==> config.mk <==
export PLATFORM = sky130hd
export DESIGN_NAME = semaphore_lock_master
export DESIGN_NICKNAME = d
export VERILOG_FILES = /design/src/rtl/semaphore_lock_master.sv
export SDC_FILE = /design/constraint.sdc
export NUM_CORES = 1
export LEC_CHECK = 0
export CAP_MARGIN = 40
export CORE_AREA = 2 2 62 64
export DETAILED_ROUTE_END_ITERATION = 8
export DIE_AREA = 0 0 64 66
export MAX_ROUTING_LAYER = met4
export PLACE_DENSITY = 0.77
export SETUP_SLACK_MARGIN = 0.2
export SLEW_MARGIN = 15
export SYNTH_ARGS = -nofsm -noshare
export SYNTH_HDL_FRONTEND = slang
export SYNTH_SLANG_ARGS = --single-unit
==> constraint.sdc <==
create_clock -name mclk -period 2.6 [get_ports mclk]
set_input_delay 0.78 -clock mclk [delete_from_list [all_inputs] [get_ports mclk]]
set_output_delay 0.78 -clock mclk [all_outputs]
set_load 0.01 [all_outputs]
==> src/rtl/semaphore_lock_master.sv <==
// rtl/semaphore_lock_master.sv - acquire/release initiator for the semaphore register bank
//
// Purpose:
//   Turns a local acquire/release request into reg-bus transactions.
//   Acquire is read-to-lock: a read returning rdata[0]=1 means the lock is now ours.
//   A failed read waits RETRY_GAP idle cycles and then retries, up to MAX_RETRY reads (0 = forever).
//   Release is a write of 1 to the held lock's address.
//
// Ports:
//   mclk, h_reset_n      clock, asynchronous active-low reset
//   acq_req, lock_id     level acquire request and the lock index it targets
//   rel_req              pulse, release the currently held lock
//   lock_granted         level, lock held
//   acq_fail, rel_done   1-cycle result pulses
//   busy, retry_cnt      status: bus activity pending, failed reads in current acquire
//   reg_cs .. reg_be     registered reg-bus request outputs
//   reg_rdata, reg_ack   reg-bus response inputs
module semaphore_lock_master #(
  parameter int DW        = 16,
  parameter int AW        = $clog2(DW),
  parameter int BW        = $clog2(AW),
  parameter int RETRY_GAP = 8,
  parameter int MAX_RETRY = 15
) (
  input  logic          mclk,
  input  logic          h_reset_n,
  input  logic          acq_req,
  input  logic          rel_req,
  input  logic [AW-1:0] lock_id,
  output logic          lock_granted,
  output logic          acq_fail,
  output logic          rel_done,
  output logic          busy,
  output logic [7:0]    retry_cnt,
  output logic          reg_cs,
  output logic          reg_wr,
  output logic [AW-1:0] reg_addr,
  output logic [DW-1:0] reg_wdata,
  output logic [BW-1:0] reg_be,
  input  logic [DW-1:0] reg_rdata,
  input  logic          reg_ack
);

  localparam logic [2:0] S_IDLE    = 3'd0;
  localparam logic [2:0] S_ACQ_RD  = 3'd1;
  localparam logic [2:0] S_BACKOFF = 3'd2;
  localparam logic [2:0] S_HELD    = 3'd3;
  localparam logic [2:0] S_REL_WR  = 3'd4;

  localparam logic [AW-1:0] DBG_ADDR = '1;
  localparam int            GW       = (RETRY_GAP > 1) ? $clog2(RETRY_GAP) : 1;
  localparam logic [GW-1:0] GAP_LAST = GW'(RETRY_GAP - 1);

  logic [2:0]    state_q, state_d;
  logic [AW-1:0] id_q, id_d;
  logic [7:0]    retry_q, retry_d;
  logic [GW-1:0] backoff_q, backoff_d;
  logic          granted_q, granted_d;
  logic          fail_q, fail_d;
  logic          done_q, done_d;
  logic          hold_q, hold_d;
  logic          busy_q, busy_d;
  logic          cs_q, cs_d;
  logic          wr_q, wr_d;
  logic [DW-1:0] wdata_q, wdata_d;
  logic [BW-1:0] be_q, be_d;

  logic [7:0] retry_inc;
  logic       exhausted;
  logic       unused_rdata;

  assign unused_rdata = ^reg_rdata[DW-1:1];

  assign retry_inc = (retry_q == 8'hFF) ? 8'hFF : retry_q + 8'd1;
  assign exhausted = (MAX_RETRY != 0) && ((32'(retry_q) + 32'd1) == 32'(MAX_RETRY));

  always_comb begin
    state_d   = state_q;
    id_d      = id_q;
    retry_d   = retry_q;
    backoff_d = backoff_q;
    granted_d = granted_q;
    fail_d    = 1'b0;
    done_d    = 1'b0;
    // After any fail pulse a still-high acq_req is not re-accepted; the
    // client has to drop it first, otherwise a level request would spin.
    hold_d    = hold_q & acq_req;

    case (state_q)
      S_IDLE: begin
        if (acq_req && !hold_q) begin
          if (lock_id == DBG_ADDR) begin
            fail_d = 1'b1;
            hold_d = 1'b1;
          end else begin
            id_d    = lock_id;
            retry_d = 8'd0;
            state_d = S_ACQ_RD;
          end
        end
      end
      S_ACQ_RD: begin
        if (reg_ack) begin
          if (reg_rdata[0]) begin
            granted_d = 1'b1;
            state_d   = S_HELD;
          end else begin
            retry_d = retry_inc;
            if (exhausted) begin
              fail_d  = 1'b1;
              hold_d  = 1'b1;
              state_d = S_IDLE;
            end else begin
              backoff_d = '0;
              state_d   = S_BACKOFF;
            end
          end
        end
      end
      S_BACKOFF: begin
        if (!acq_req) begin
          state_d = S_IDLE;
        end else if (backoff_q == GAP_LAST) begin
          state_d = S_ACQ_RD;
        end else begin
          backoff_d = backoff_q + GW'(1);
        end
      end
      S_HELD: begin
        if (rel_req) begin
          state_d = S_REL_WR;
        end
      end
      S_REL_WR: begin
        if (reg_ack) begin
          granted_d = 1'b0;
          done_d    = 1'b1;
          state_d   = S_IDLE;
        end
      end
      default: state_d = S_IDLE;
    endcase

    // Bus outputs are derived from the next state so they are registered
    // and change together with the state on the same edge.
    cs_d    = (state_d == S_ACQ_RD) || (state_d == S_REL_WR);
    wr_d    = (state_d == S_REL_WR);
    wdata_d = wr_d ? {{(DW-1){1'b0}}, 1'b1} : '0;
    be_d    = wr_d ? '1 : '0;
    busy_d  = (state_d == S_ACQ_RD) || (state_d == S_BACKOFF) || (state_d == S_REL_WR);
  end

  always_ff @(posedge mclk or negedge h_reset_n) begin
    if (!h_reset_n) begin
      state_q   <= S_IDLE;
      id_q      <= '0;
      retry_q   <= '0;
      backoff_q <= '0;
      granted_q <= 1'b0;
      fail_q    <= 1'b0;
      done_q    <= 1'b0;
      hold_q    <= 1'b0;
      busy_q    <= 1'b0;
      cs_q      <= 1'b0;
      wr_q      <= 1'b0;
      wdata_q   <= '0;
      be_q      <= '0;
    end else begin
      state_q   <= state_d;
      id_q      <= id_d;
      retry_q   <= retry_d;
      backoff_q <= backoff_d;
      granted_q <= granted_d;
      fail_q    <= fail_d;
      done_q    <= done_d;
      hold_q    <= hold_d;
      busy_q    <= busy_d;
      cs_q      <= cs_d;
      wr_q      <= wr_d;
      wdata_q   <= wdata_d;
      be_q      <= be_d;
    end
  end

  assign lock_granted = granted_q;
  assign acq_fail     = fail_q;
  assign rel_done     = done_q;
  assign busy         = busy_q;
  assign retry_cnt    = retry_q;
  assign reg_cs       = cs_q;
  assign reg_wr       = wr_q;
  assign reg_addr     = id_q;
  assign reg_wdata    = wdata_q;
  assign reg_be       = be_q;

endmodule

==> results.md <==
* TNS Setup at 0 ns
* Global-route wire length before repair at 4460 um
* # setup viols final at 0
* Ys Warns at 0
* Largest stage delay on the critical path at around 0.60 ns
* Max Fclk at between 400 and 500 MHz
* Slew Viols, Final at 0
* I/O pins at 61
* Final net count at 210
* Initial antenna violation count at 0
* CTS Root Cell: clkbuf_4
* Initial core utilization at 40.5%
* Final Worst Setup Slack at ~0.37 ns
* Chip Width at between 60 and 70 um
* Die Span Y at 66 um
* Netlist cell types at 36
* Top cell type by total area after synthesis: dfrtp_1
* Min-delay worst type: register to register
* Die area at 4220 um2
* Pre-antenna DRT Iters at 4
* Worst vdd ir at between 0.4 and 0.5 mV
* Period minus WS final at approximately 2.2 ns
* Top post-synthesis cells by count: dfrtp_1 (25), buf_4 (18), nand2_1 (14)
* Synth top area cells: dfrtp_1 (44%), buf_4 (9.4%), nand2_1 (3.7%), ha_1 (3.5%), mux2i_1 (2.8%)
* Port Buf Inserts at 30
* Pwr/cell area at 818 nW/um2
* Worst setup SP type: register
* Setup Crit Path Kind: register to output pin
* RSZ-0062 raised after global routing: false
* Share of layout cells above drive strength 1 at 10.0%
* CTS tree: built
* DRC violations left at 0
* Post-CTS Resized at 0
* Via-per-instance ratio at between 4 and 5
* Clock sinks at 25
* Ant diodes at 0
* H-tree lvl count at 1
* Synth Area per Inst at 9.91 um2
* Number of global-route vias before repair at between 1k and 1.5k
* Worst Path Max Fanout at 10
* Final hold violation count at 0
* MaxCap Viol Count at 0
* Worst path top cell family by delay: buffers and inverters
* Clk slew on worst S/H paths at 0.14 ns
* Hold_ws at around 0.5 ns
* Clock buffer depth at 2
* Synthesized cell area at approximately 1400 um2
* R2R Setup Slk at around 0.68 ns
* Synth async-reset ratio at between 90% and 100%
* Area Growth Syn to Fin at 24.3%
* Top FF cell, synth: dfrtp_1
* Total global-route track usage at roughly 14%
* Seq/Total Area, Yosys at 43.6%
* Core area at roughly 3600 um2
* Share of the synthesized area in the top cell type at between 40% and 50%
* Skew final at approximately 0.0076 ns
* Status: complete, no violations
* Crit. End Element: output pin
* Buf+Inv Stages, Crit Path at 1
* P_leak at roughly 0.8 nW
* Most frequent cell after synthesis: dfrtp_1
* Remaining Overflow, GRT at 0
* Row count at 22
* CTS buffer count at 3
* Routed Wire Length at roughly 2700 um
* Number of routed nets with antenna violations at 0
* Cts hold-fix bufs at 0
* CP arrival at approximately 1.5 ns
* DRT iter0 DRCs at 47
* Flops & latches, synth at 25
* CP required at around 1.8 ns
* Total number of vias at approximately 1.1k
* Synthesized instance count at between 100 and 150
* Critical path's slowest cell: clkdlybuf4s50_1
* Crit-path cells: clkdlybuf4s50_1
* Largest net degree at the start of global routing at 26
* Power consumption at 1.46 mW
* Setup WS pre-CTS at roughly 0.1 ns
* DR WL/cell at roughly 12 um
* Post-synth EDFFs at 0
* Hpwl dp at 2040 um
* Total setup buffers inserted after CTS at 0
* Tcrit/Tclk final at approximately 86%
* Worst skew pair latency at around 0.32 ns
* GPL Wtd Cong at 0.802
==> per-layer routing <==
layer,GRT usage [%],share of wire [%]
met2,21.5,47
met3,2.39,4.2
met4,5.98,1.5
met1,17.7,47
met5,-,0
==> area by class of cell <==
cell class | count | area [um2]
clock buffer | 3 | 22.5
clock inverter | 1 | 5.00
fill | 326 | 1770
inverter | 7 | 26.3
multi-input combinational | 107 | 693
sequential | 25 | 626
tap | 48 | 60.1
timing repair buffer | 37 | 353
==> cell usage in the layout (no fill, tap or decap), types with 2 or more instances in the layout <==
cell type / netlist / final
inv_1: 7 / 7
clkdlybuf4s50_1: 0 / 30
nor3_1: 3 / 3
ha_1: 4 / 4
a21oi_1: 6 / 6
o22a_1: 3 / 3
nand4b_1: 2 / 2
dfrtp_1: 25 / 25
o21ai_0: 5 / 5
nor2b_1: 5 / 5
a311oi_1: 3 / 3
nand4_1: 5 / 5
nor3b_1: 2 / 2
buf_4: 18 / 7
nand2b_1: 2 / 2
o211ai_2: 2 / 2
nand2b_4: 2 / 2
clkbuf_4: 0 / 3
o21bai_1: 2 / 2
nand3_1: 2 / 2
o22ai_1: 3 / 3
nand2_1: 14 / 14
and3_1: 4 / 4
nor2_1: 7 / 7
and2_1: 3 / 3
conb_1: 1 / 15
mux2i_1: 4 / 4
==> logic make-up (layout without fill, tap and decap cells) <==
kind of cell,count (synthesis),after routing,share of synthesized area [%]
XOR/XNOR,1,1,0.610
multiplexers,5,5,3.83
AO/OA/AOI/OAI,29,29,15.1
adder cells (fa/ha/maj),4,4,3.48
buffers and inverters,27,48,11.8
flip-flops,25,25,43.6
other,1,15,0.261
AND/OR/NAND/NOR,53,53,21.3
==> path summary, 6_finish.rpt <==
path,from,cells past startpoint,endpoint
min in group asynchronous,h_reset_n,2,retry_cnt[0]
setup reg to reg,retry_cnt[0],7,backoff_q[2]
setup / recovery,retry_cnt[2],1,retry_cnt[2]
hold / removal,reg_addr[2],2,reg_addr[2]
max in group asynchronous,h_reset_n,2,retry_cnt[4]
hold reg to reg,reg_addr[2],2,reg_addr[2]
==> stage by stage <==
stage,util (%),cell area [um2],cells
floorplan,-,1490,159
global placement,49.5,1760,224
detailed placement,49.5,1760,224
CTS,50.3,1790,228
global route,50.3,1790,228
finish,50.3,1790,228
==> where the power goes <==
part / total [mW] / internal [mW] / switching [mW]
Combinational: 0.701 / 0.368 / 0.333
Clock: 0.173 / 0.0577 / 0.115
Sequential: 0.586 / 0.489 / 0.0975
==> flip-flops by register name (all words and copies together), names as in the netlist <==
| name | count |
|---|---|
| state_q | 3 |
| retry_cnt | 8 |
| lock_granted | 1 |
| reg_addr | 4 |
| reg_cs | 1 |
| busy | 1 |
| hold_q | 1 |
| acq_fail | 1 |
| backoff_q | 3 |
| rel_done | 1 |
| reg_be | 1 |
No activity file was read; power rests on OpenSTA's default activity.
